--- config.mk ---
export PLATFORM = sky130hd
export DESIGN_NAME = uart_rx_oversample
export DESIGN_NICKNAME = d
export VERILOG_FILES = /design/src/rtl/uart_pkg.sv /design/src/rtl/uart_baud_tick.sv /design/src/rtl/uart_rx_oversample.sv
export SDC_FILE = /design/constraint.sdc
export NUM_CORES = 1
export LEC_CHECK = 0
export CORE_MARGIN = 1.5
export CORE_UTILIZATION = 42
export DETAILED_ROUTE_END_ITERATION = 8
export RECOVER_POWER = 25
export SLEW_MARGIN = 15
export SYNTH_ARGS = -nofsm -noshare
export SYNTH_HDL_FRONTEND = slang
export SYNTH_HIERARCHICAL = 1
export SYNTH_SLANG_ARGS = --single-unit
--- constraint.sdc ---
create_clock -name CLK -period 1.85 [get_ports CLK]
set_clock_uncertainty 0.1 [all_clocks]
set_input_delay 0.2775 -clock CLK [delete_from_list [all_inputs] [get_ports CLK]]
set_output_delay 0.2775 -clock CLK [all_outputs]
set_load 0.01 [all_outputs]
--- src/rtl/uart_pkg.sv ---
// uart_pkg: shared definitions for the oversampling UART receiver.
//   uart_state_e : receiver FSM states
//   OVERSAMPLE   : ticks per bit
//   TICK_*       : oversample tick indices used for sampling within a bit
//   maj3         : 2-of-3 majority vote
//   calc_div     : clocks per oversample tick (integer division, minimum 1)
package uart_pkg;

    localparam int unsigned OVERSAMPLE = 16;

    localparam logic [3:0] TICK_EARLY = 4'd7;
    localparam logic [3:0] TICK_MID   = 4'd8;
    localparam logic [3:0] TICK_LATE  = 4'd9;
    localparam logic [3:0] TICK_LAST  = 4'(OVERSAMPLE - 1);

    typedef enum logic [2:0] {
        ST_IDLE   = 3'd0,
        ST_START  = 3'd1,
        ST_DATA   = 3'd2,
        ST_PARITY = 3'd3,
        ST_STOP   = 3'd4,
        ST_BREAK  = 3'd5
    } uart_state_e;

    function automatic logic maj3(input logic a, input logic b, input logic c);
        return (a & b) | (a & c) | (b & c);
    endfunction

    function automatic int unsigned calc_div(input int unsigned clk_hz, input int unsigned baud);
        int unsigned d;
        d = clk_hz / (baud * OVERSAMPLE);
        return (d == 0) ? 1 : d;
    endfunction

endpackage

--- src/rtl/uart_baud_tick.sv ---
// uart_baud_tick: free-running oversample tick generator.
//   CLK     in  clock
//   RST     in  asynchronous active-high reset
//   restart in  realign the tick phase (counter back to 0)
//   tick    out one-cycle pulse every DIV clocks
module uart_baud_tick #(
    parameter int unsigned DIV = 1
) (
    input  logic CLK,
    input  logic RST,
    input  logic restart,
    output logic tick
);

    localparam int unsigned CW = (DIV > 1) ? $clog2(DIV) : 1;
    localparam logic [CW-1:0] LAST = CW'(DIV - 1);

    logic [CW-1:0] r_cnt;

    always_ff @(posedge CLK or posedge RST) begin
        if (RST) begin
            r_cnt <= '0;
        end else if (restart || (r_cnt == LAST)) begin
            r_cnt <= '0;
        end else begin
            r_cnt <= r_cnt + 1'b1;
        end
    end

    assign tick = (r_cnt == LAST);

endmodule

--- src/rtl/uart_rx_oversample.sv ---
// uart_rx_oversample: 16x oversampled UART receiver with valid/ready output.
// Frame is 8N1 by default; defining UART_RX_PARITY_EN adds an even-parity bit (8E1).
//   CLK     in  clock, rising edge
//   RST     in  asynchronous active-high reset
//   RXD     in  asynchronous serial line, idle high
//   DATA    out received byte (LSB received first)
//   VALID   out DATA holds an unconsumed byte
//   READY   in  consumer accepts DATA when VALID & READY
//   FERR    out one-cycle pulse: stop bit sampled low
//   OVERRUN out one-cycle pulse: byte completed while previous byte still held
//   PERR    out one-cycle pulse: parity mismatch (tied 0 without UART_RX_PARITY_EN)
module uart_rx_oversample
    import uart_pkg::*;
#(
    parameter int unsigned CLK_FREQ_HZ = 100000000,
    parameter int unsigned BAUD        = 115200
) (
    input  logic       CLK,
    input  logic       RST,
    input  logic       RXD,
    output logic [7:0] DATA,
    output logic       VALID,
    input  logic       READY,
    output logic       FERR,
    output logic       OVERRUN,
    output logic       PERR
);

    localparam int unsigned DIV = calc_div(CLK_FREQ_HZ, BAUD);

    logic        r_sync1;
    logic        r_sync2;
    logic        r_rx_prev;
    uart_state_e r_state;
    logic [3:0]  r_os_cnt;
    logic [2:0]  r_bit_cnt;
    logic [7:0]  r_shift;
    logic        r_s7;
    logic        r_s8;
    logic [7:0]  r_data;
    logic        r_valid;
    logic        r_ferr;
    logic        r_ovr;

    logic w_rx;
    logic w_start_edge;
    logic w_tick;
    logic w_bit;
    logic w_decide;
    logic w_done;
    logic w_par_bad;

    assign w_rx         = r_sync2;
    assign w_start_edge = (r_state == ST_IDLE) && r_rx_prev && !w_rx;
    // The third vote is the live sample at tick 9, so no extra register is needed.
    assign w_bit        = maj3(r_s7, r_s8, w_rx);
    assign w_decide     = w_tick && (r_os_cnt == TICK_LATE);
    assign w_done       = (r_state == ST_STOP) && w_decide && w_bit && !w_par_bad;

    uart_baud_tick #(
        .DIV(DIV)
    ) u_baud_tick (
        .CLK    (CLK),
        .RST    (RST),
        .restart(w_start_edge),
        .tick   (w_tick)
    );

    always_ff @(posedge CLK or posedge RST) begin
        if (RST) begin
            r_sync1   <= 1'b1;
            r_sync2   <= 1'b1;
            r_rx_prev <= 1'b1;
        end else begin
            r_sync1   <= RXD;
            r_sync2   <= r_sync1;
            r_rx_prev <= r_sync2;
        end
    end

    always_ff @(posedge CLK or posedge RST) begin
        if (RST) begin
            r_state   <= ST_IDLE;
            r_os_cnt  <= '0;
            r_bit_cnt <= '0;
            r_shift   <= '0;
            r_s7      <= 1'b1;
            r_s8      <= 1'b1;
        end else begin
            if (w_start_edge) begin
                r_os_cnt <= '0;
            end else if (w_tick && (r_state != ST_IDLE)) begin
                r_os_cnt <= r_os_cnt + 4'd1;
            end
            if (w_tick && (r_os_cnt == TICK_EARLY)) r_s7 <= w_rx;
            if (w_tick && (r_os_cnt == TICK_MID))   r_s8 <= w_rx;

            case (r_state)
                ST_IDLE: begin
                    if (w_start_edge) begin
                        r_state   <= ST_START;
                        r_bit_cnt <= '0;
                    end
                end
                ST_START: begin
                    // Reject glitches at mid-bit; otherwise wait out the start bit.
                    if (w_tick && (r_os_cnt == TICK_MID) && w_rx) begin
                        r_state <= ST_IDLE;
                    end else if (w_tick && (r_os_cnt == TICK_LAST)) begin
                        r_state <= ST_DATA;
                    end
                end
                ST_DATA: begin
                    if (w_decide) begin
                        r_shift   <= {w_bit, r_shift[7:1]};
                        r_bit_cnt <= r_bit_cnt + 3'd1;
                        if (r_bit_cnt == 3'd7) begin
`ifdef UART_RX_PARITY_EN
                            r_state <= ST_PARITY;
`else
                            r_state <= ST_STOP;
`endif
                        end
                    end
                end
`ifdef UART_RX_PARITY_EN
                ST_PARITY: begin
                    if (w_decide) r_state <= ST_STOP;
                end
`endif
                ST_STOP: begin
                    if (w_decide) r_state <= w_bit ? ST_IDLE : ST_BREAK;
                end
                ST_BREAK: begin
                    if (w_rx) r_state <= ST_IDLE;
                end
                default: r_state <= ST_IDLE;
            endcase
        end
    end

`ifdef UART_RX_PARITY_EN
    logic r_par_bad;
    logic r_perr;
    logic w_par_mismatch;

    // Even parity: data bits plus parity bit must XOR to zero.
    assign w_par_mismatch = (r_state == ST_PARITY) && w_decide && ((^r_shift) ^ w_bit);

    always_ff @(posedge CLK or posedge RST) begin
        if (RST) begin
            r_par_bad <= 1'b0;
            r_perr    <= 1'b0;
        end else begin
            r_perr <= w_par_mismatch;
            if (w_start_edge) begin
                r_par_bad <= 1'b0;
            end else if (w_par_mismatch) begin
                r_par_bad <= 1'b1;
            end
        end
    end

    assign w_par_bad = r_par_bad;
    assign PERR      = r_perr;
`else
    assign w_par_bad = 1'b0;
    assign PERR      = 1'b0;
`endif

    always_ff @(posedge CLK or posedge RST) begin
        if (RST) begin
            r_data  <= '0;
            r_valid <= 1'b0;
            r_ferr  <= 1'b0;
            r_ovr   <= 1'b0;
        end else begin
            r_ferr <= (r_state == ST_STOP) && w_decide && !w_bit;
            r_ovr  <= 1'b0;
            if (w_done) begin
                if (!r_valid || READY) begin
                    r_data  <= r_shift;
                    r_valid <= 1'b1;
                end else begin
                    r_ovr <= 1'b1;
                end
            end else if (r_valid && READY) begin
                r_valid <= 1'b0;
            end
        end
    end

    assign DATA    = r_data;
    assign VALID   = r_valid;
    assign FERR    = r_ferr;
    assign OVERRUN = r_ovr;

endmodule

==> results by stage, run 1 <==
Yosys:
- After synthesis, the cell types taking the most area are sky130_fd_sc_hd__dfrtp_1 47%, sky130_fd_sc_hd__dfstp_2 7.0%, sky130_fd_sc_hd__nand2_1 6.8%.
- The biggest area contributor in the post-synthesis netlist is sky130_fd_sc_hd__dfrtp_1.
- The post-synthesis average cell area is 11.3 um2.
- After synthesis, the netlist uses 42 different library cells.
- Of the synthesized area, sequential elements account for 0.540.
- Counting flops with a built-in enable in the synthesized netlist gives 0.
- Yosys printed 6 warnings.
- The top flip-flop cell by instance count after synthesis is sky130_fd_sc_hd__dfrtp_1.
- The net count of the mapped netlist is 176.
- Of the post-synthesis cell area, the dominant cell type holds 0.470.
- The cell count after synthesis is 165.
- By count the netlist is led by 35 x sky130_fd_sc_hd__dfrtp_1, 34 x sky130_fd_sc_hd__nand2_1, 12 x sky130_fd_sc_hd__nor2_1.
- The share of synthesized registers carrying an async set or reset is 1.00.
- After synthesis the cells add up to 1860 um2.
- The synthesized design contains 40 register bits.
- sky130_fd_sc_hd__dfrtp_1 is the most common cell in the netlist.

Critical path:
- The worst setup path category is flop to flop.
- The reg-to-reg setup timing slack is -90 ps.
- The type of element capturing the critical path is a flop.
- The worst setup path is launched from a flop.
- At the worst endpoint, the arrival time is 2010 ps.
- The maximum fanout encountered on the critical timing path is 8.
- Data on the critical path is required at its endpoint by 1920 ps.

Detailed routing:
- The first detailed-routing pass ran for 4 iterations.
- The detail route stage leaves a number of antenna-violating nets equal to 0.
- The routed design has 3420 um of wire.
- The first routing iteration left 31 violations.
- Using the TritonRoute via totals, the vias-per-cell ratio works out to 5.15.
- The via count of the routed design is 1278.
- The final routed wire length divided by cell count is 13.8 um.
- After detailed routing, the number of remaining DRC violations is 0.

Placement:
- The final weighted congestion of routability-driven global placement is 0.800.
- The count of buffers added on input and output ports is 14.
- The number of placed instances, taps included is 237.
- After legalization and detailed placement, the total HPWL measured 2410 um.

STA:
- The final period utilization is 1.05.
- The number of hold violations in the final report was 0.
- Setup repair after global routing could not meet its margin everywhere.
- The setup-violating endpoint count in the final report is 8.
- The clock period minus worst slack is 1940 ps.
- The worst setup slack after layout is -89.2 ps.
- The fmax is 516 MHz.
- The number of pins exceeding their max-slew limit in the final report is 0.

Status:
- The final reports fail on negative setup slack.
- The run finished, with violations left.

Die:
- The floorplan has 24 rows.
- The starting density of the core is 0.431.
- The core footprint is 4320 um2.
- The full die area is 4850 um2.
- For this design the top-level I/O count stands at 16.
- In this run the horizontal extent of the chip is 69.6 um.
- The floorplan step set the die height to 69.6 um.

Global route:
- The via count of the first global-routing pass came to 1332.
- The number of antenna violations at the first check in global routing came to 0.
- The pin count of the biggest net entering global routing is 26.
- In the global route stage, overall resource usage came out at 0.154.
- The first global-routing pass estimated 5950 um of wire.
- The final global-route overflow total is 0.

Power and ir drop:
- The cell area power density is 876 nW/um2.
- The total power consumption of the routed design is 0.00202 W.
- The worst ir drop on vdd is 0.000633 V.
- Summed over all cells, the static leakage comes to 1.12 nW.

Final layout:
- From synthesis to final layout, the design area changed by 23.7%.
- The layout cell share with drive strength beyond 1 is 0.281.
- For this run, the post-layout net count is 206.
- The finished layout holds 248 standard cells, fillers aside.
- The number of antenna cells inserted is 0.

Clock network:
- The CTS tree is built.
- TritonCTS created 5 clock buffers.
- The number of H-tree branching levels is 2.
- After clock tree synthesis, the clock-pin slew on the worst setup and hold paths is 70 ps.
- The sink count of the clock tree is 40.
- The clock latency on the worst-skew pair is 290 ps.
- In this run the deepest clock path goes through 2 buffers.
- The root cell of the clock tree is sky130_fd_sc_hd__clkbuf_8.

Run:
- Across the run, the number of max-cap violations was 0.

Worst hold path:
- The min-delay analysis places its worst path in the category input port to async pin.
-- final timing paths --
check                                      from                   end  cells after the start
hold / removal                              RST  u_baud_tick/r_cnt[2]                      2
setup / recovery           u_baud_tick/r_cnt[1]               DATA[7]                      7
min in group CLK                        r_sync1               r_sync2                      0
setup reg to reg           u_baud_tick/r_cnt[1]               DATA[7]                      7
max in group asynchronous                   RST               OVERRUN                      3
hold reg to reg                         r_sync1               r_sync2                      0
-- layer usage --
metal	routed length, um	global-route usage	vias up
met1	1510	0.190	637
met5	0	0	-
met4	36	0.0449	0
met2	1750	0.262	19
li1	-	-	617
met3	121	0.0451	5
-- where the power goes --
group	switching (W)	leakage, nW	internal (W)	total (W)
logic	0.000208	0.546	0.000193	0.000401
registers	0.0000721	0.531	0.000947	0.00102
clock network	0.000296	0.0445	0.000303	0.000599
total	0.000576	1.12	0.00144	0.00202
-- stage by stage --
step | TNS, ps | worst slack [ps] | utilization | area, um2 | hold WS, ps
after floorplan | -1110 | -136 | - | 1870 | -31.5
after global placement | -313 | -39.8 | 0.495 | 2140 | 246
after detailed placement | -601 | -76.0 | 0.495 | 2140 | 250
after CTS | -668 | -93.7 | 0.517 | 2240 | 121
after global routing | -1980 | -164 | 0.533 | 2310 | 262
final | -651 | -89.2 | 0.533 | 2310 | 256
-- cell families (layout without fill, tap and decap cells) --
| logic type | after synthesis | in the layout | synth area share |
|---|---|---|---|
| muxes | 9 | 9 | 0.0705 |
| adders and majority gates | 8 | 8 | 0.0530 |
| DFF | 40 | 40 | 0.540 |
| AOI/OAI and AO/OA | 19 | 19 | 0.0718 |
| and+or+nand+nor | 70 | 70 | 0.205 |
| xor gates and xnor gates | 5 | 5 | 0.0235 |
| other | 1 | 1 | 0.00201 |
| buffers and inverters | 13 | 44 | 0.0342 |
-- flip-flops by register name (all words and copies together) (netlist names), 3 cells and up --
signal / count
DATA: 8
r_bit_cnt: 3
r_os_cnt: 4
r_shift: 8
r_state: 3
u_baud_tick/r_cnt: 6
-- repair_timing --
| action | in CTS | in global routing |
|---|---|---|
| pin swaps | 1 | 12 |
| gates resized for setup | 1 | 14 |
| buffers inserted | 0 | 3 |
| endpoints found under the setup margin | 14 | 20 |
| hold buffers | 0 | 0 |
| endpoints found under the hold margin | 0 | 0 |
-- layout make-up --
type,instances,area (um2)
multi-input combinational,112,841
fill,383,2020
clock inverter,1,7.51
sequential,40,1010
tap,52,65.1
timing repair buffer,29,273
clock buffer,7,86.3
inverter,7,26.3
-- cell usage in the layout, fill, tap and decap left out, types with 2 or more instances in the layout --
cell type and instances:
sky130_fd_sc_hd__a22o_1 3, sky130_fd_sc_hd__xor2_1 4, sky130_fd_sc_hd__nor3b_1 3, sky130_fd_sc_hd__or3_1 2
sky130_fd_sc_hd__dlygate4sd3_1 2, sky130_fd_sc_hd__nand2_1 28, sky130_fd_sc_hd__buf_4 12, sky130_fd_sc_hd__dfrtp_1 35
sky130_fd_sc_hd__clkbuf_8 6, sky130_fd_sc_hd__nand4_1 2, sky130_fd_sc_hd__buf_6 2, sky130_fd_sc_hd__dfstp_2 5
sky130_fd_sc_hd__o21ai_0 5, sky130_fd_sc_hd__nor3_1 2, sky130_fd_sc_hd__mux2_4 9, sky130_fd_sc_hd__nor2_1 11
sky130_fd_sc_hd__a21oi_1 2, sky130_fd_sc_hd__inv_1 7, sky130_fd_sc_hd__nand4b_1 3, sky130_fd_sc_hd__clkdlybuf4s50_1 12
sky130_fd_sc_hd__nand2b_1 2, sky130_fd_sc_hd__ha_1 6, sky130_fd_sc_hd__nand2_2 6
-- critical path, cell delays in order (launching register included) --
cell	delay (ps)
sky130_fd_sc_hd__dfrtp_1	390
sky130_fd_sc_hd__inv_1	60
sky130_fd_sc_hd__ha_2	160
sky130_fd_sc_hd__and4_4	200
sky130_fd_sc_hd__and4b_4	270
sky130_fd_sc_hd__nand4_4	80
sky130_fd_sc_hd__nand2b_4	240
sky130_fd_sc_hd__mux2_4	320
No activity file was read; power rests on OpenSTA's default activity.
==> run 2, diff against run 1 <==
Settings changed: CORE_ASPECT_RATIO set to 1.4.
==> results by stage, run 2 (same netlist as run 1, synthesis figures left out) <==
Critical path:
- The type of element capturing the critical path is a flop (unchanged).
- The type of origin of the critical path is a flop (unchanged).
- The required time of the critical path is 1930 ps (was 1920 ps).
- The worst setup path category is flop to flop (unchanged).
- The capture point of the worst reg-to-reg path is DATA[5] (was DATA[7]).
- The cell count of the worst reg-to-reg path is 7 (unchanged).
- The maximum fanout encountered on the critical timing path is 8 (unchanged).
- The critical path launch point is u_baud_tick/r_cnt[1] (unchanged).
- The reg-to-reg setup timing slack came to -60 ps (was -90 ps).
- The endpoint arrival time on the critical path came to 1990 ps (was 2010 ps).
- The launch point of the worst reg-to-reg path is u_baud_tick/r_cnt[1] (unchanged).
- The destination of the critical timing path is DATA[5] (was DATA[7]).

Die:
- The floorplan die height was 81.8 um (was 69.6 um).
- The count of boundary I/O pins is 16 (unchanged).
- The starting density of the core is 0.440 (was 0.431).
- The die outline width was 59.3 um (was 69.6 um).
- The core footprint was 4240 um2 (was 4320 um2).
- The full die area is 4850 um2 (about the same).
- The count of standard-cell rows is 28 (was 24).

STA:
- RSZ-0062 raised after global routing: yes (unchanged).
- The summed negative setup slack over all endpoints was -677 ps (was -651 ps).
- The actual slew at the worst max-slew pin is 838 ps.
- The remaining max-slew budget at the tightest pin is 0.442.
- The fmax is 523 MHz (was 516 MHz).
- The number of hold violations in the final report was 0 (unchanged).
- The worst setup slack after layout is -63.2 ps (was -89.2 ps).
- The number of pins exceeding their max-slew limit in the final report is 0 (unchanged).
- The final period utilization is 1.03 (was 1.05).
- The clock period minus worst slack came to 1910 ps (was 1940 ps).
- The setup-violating endpoint count in the final report is 17 (was 8).

Detailed routing:
- The first-iteration detailed-routing DRC count is 27 (was 31).
- The detailed-routing iteration count for the pre-antenna-repair pass is 4 (unchanged).
- The DRC violations left is 0 (unchanged).
- The via count of the routed design came to 1289 (was 1278).
- The final routed wire length divided by cell count is 13.0 um (was 13.8 um).
- The number of vias per cell is 4.94 (was 5.15).
- The overall routed net length is 3390 um (was 3420 um).
- The number of routed nets with antenna violations is 0 (unchanged).

Status:
- Run status: finished with violations (unchanged).
- Violations in the final reports: negative setup slack (unchanged).

Power and ir drop:
- The total power consumption of the routed design is 0.00220 W (was 0.00202 W).
- The leakage power of the design is 1.16 nW (was 1.12 nW).
- The worst ir drop on vdd is 0.000592 V (was 0.000633 V).
- The cell area power density is 924 nW/um2 (was 876 nW/um2).

Clock network:
- The clock-pin slew of the registers on the worst-case setup and hold paths is 70 ps (about the same).
- The number of buffers created by CTS is 5 (unchanged).
- The buffer levels on the longest clock path is 2 (unchanged).
- The clock latency on the worst-skew pair is 290 ps (about the same).
- The CTS tree is built (unchanged).
- The sink count of the clock tree is 40 (unchanged).
- The number of hold buffers added after cts was 0 (unchanged).
- The root cell of the clock tree is sky130_fd_sc_hd__clkbuf_8 (unchanged).
- The number of H-tree branching levels is 2 (unchanged).

Global route:
- The wire length of the first global-routing pass is 5700 um (was 5950 um).
- The pin count of the biggest net entering global routing is 35 (was 26).
- The final global-route overflow total came to 0 (unchanged).
- The number of antenna violations at the first check in global routing came to 0 (unchanged).
- The via count of the first global-routing pass was 1344 (was 1332).
- The total global routing track utilization is 0.157 (was 0.154).

Placement:
- The final weighted congestion of routability-driven global placement came to 0.756 (was 0.800).
- The detailed-placement wirelength estimate is 2430 um (was 2410 um).
- The setup slack after placement is -94.4 ps (was -76.0 ps).
- The instance area at placement is 2160 um2 (was 2140 um2).
- The quantity of I/O buffers inserted on ports came to 14 (unchanged).

Final layout:
- The area added between synthesis and finish is 27.7% (was 23.7%).
- The final non-filler cell area was 2380 um2 (was 2310 um2).
- The number of nets in the layout is 211 (was 206).
- The number of antenna cells inserted came to 0 (unchanged).
- The leading cell type in the layout, fill and taps excluded is sky130_fd_sc_hd__dfrtp_1 (unchanged).
- The layout cell share with drive strength beyond 1 is 0.318 (was 0.281).
- Highest-count cells in the layout ignoring fill and taps: 35 x sky130_fd_sc_hd__dfrtp_1, 25 x sky130_fd_sc_hd__nand2_1, 16 x sky130_fd_sc_hd__buf_4 (was 35 x sky130_fd_sc_hd__dfrtp_1, 28 x sky130_fd_sc_hd__nand2_1, 12 x sky130_fd_sc_hd__clkdlybuf4s50_1, 12 x sky130_fd_sc_hd__buf_4, 11 x sky130_fd_sc_hd__nor2_1).

Run:
- The total of max-cap violations is 0 (unchanged).

Worst hold path:
- The type of the tightest min-delay check is input port to async pin (unchanged).
[run 2: per-stage QoR]
stage / utilization / hold WS [ps] / cells
floorplan: - / -31.5 / 165
global placement: 0.509 / 245 / 248
detailed placement: 0.509 / 247 / 248
CTS: 0.545 / 122 / 258
global route: 0.561 / 269 / 261
finish: 0.561 / 262 / 261
[run 2: cell type report]
cell class | instances | area, um2
clock buffers | 7 | 96.3
clock inverters | 1 | 30.0
fillers | 364 | 1860
inverters | 7 | 26.3
multi-input cells | 112 | 846
flip-flops and latches | 40 | 1010
well taps | 60 | 75.1
repair buffers | 34 | 299
[run 2: how the worst min path moves through the flow]
stage	start	end	slack, ps	cells past startpoint
finish	RST	u_baud_tick/r_cnt[0]	260	2
global route	RST	u_baud_tick/r_cnt[0]	270	2
CTS	RST	u_baud_tick/r_cnt[4]	120	2
detailed placement	r_sync1	r_sync2	250	0
global placement	r_sync1	r_sync2	250	0
floorplan	RST	u_baud_tick/r_cnt[0]	-30	1
[run 2: what timing repair did]
action,in CTS,in global routing
gates resized for setup,2,17
pin swaps,1,11
buffers inserted,2,3
endpoints found under the setup margin,17,21
endpoints found under the hold margin,0,0
[run 2: routing by layer]
layer / wire [um] / up-vias / GRT usage
met3: 83 / 7 / 0.0283
li1: - / 629 / -
met1: 1390 / 633 / 0.164
met5: 0 / - / 0
met4: 59 / 0 / 0.0773
met2: 1860 / 20 / 0.292
[run 2: report_power, final]
group	switching (W)	internal, W
Sequential	0.0000610	0.000947
Clock	0.000291	0.000476
Combinational	0.000221	0.000205
[run 2: critical path, cell delays in order (launching register included)]
cell	delay (ps)
sky130_fd_sc_hd__dfrtp_1	380
sky130_fd_sc_hd__inv_1	60
sky130_fd_sc_hd__ha_2	160
sky130_fd_sc_hd__and4_4	210
sky130_fd_sc_hd__and4b_4	260
sky130_fd_sc_hd__nand4_4	80
sky130_fd_sc_hd__nand2b_4	240
sky130_fd_sc_hd__mux2_4	320
==> run 3, diff against run 2 <==
Settings changed: HOLD_SLACK_MARGIN set to 0.03.
==> results of run 3 <==
Final layout, timing and power as in run 2 (identical DEF).
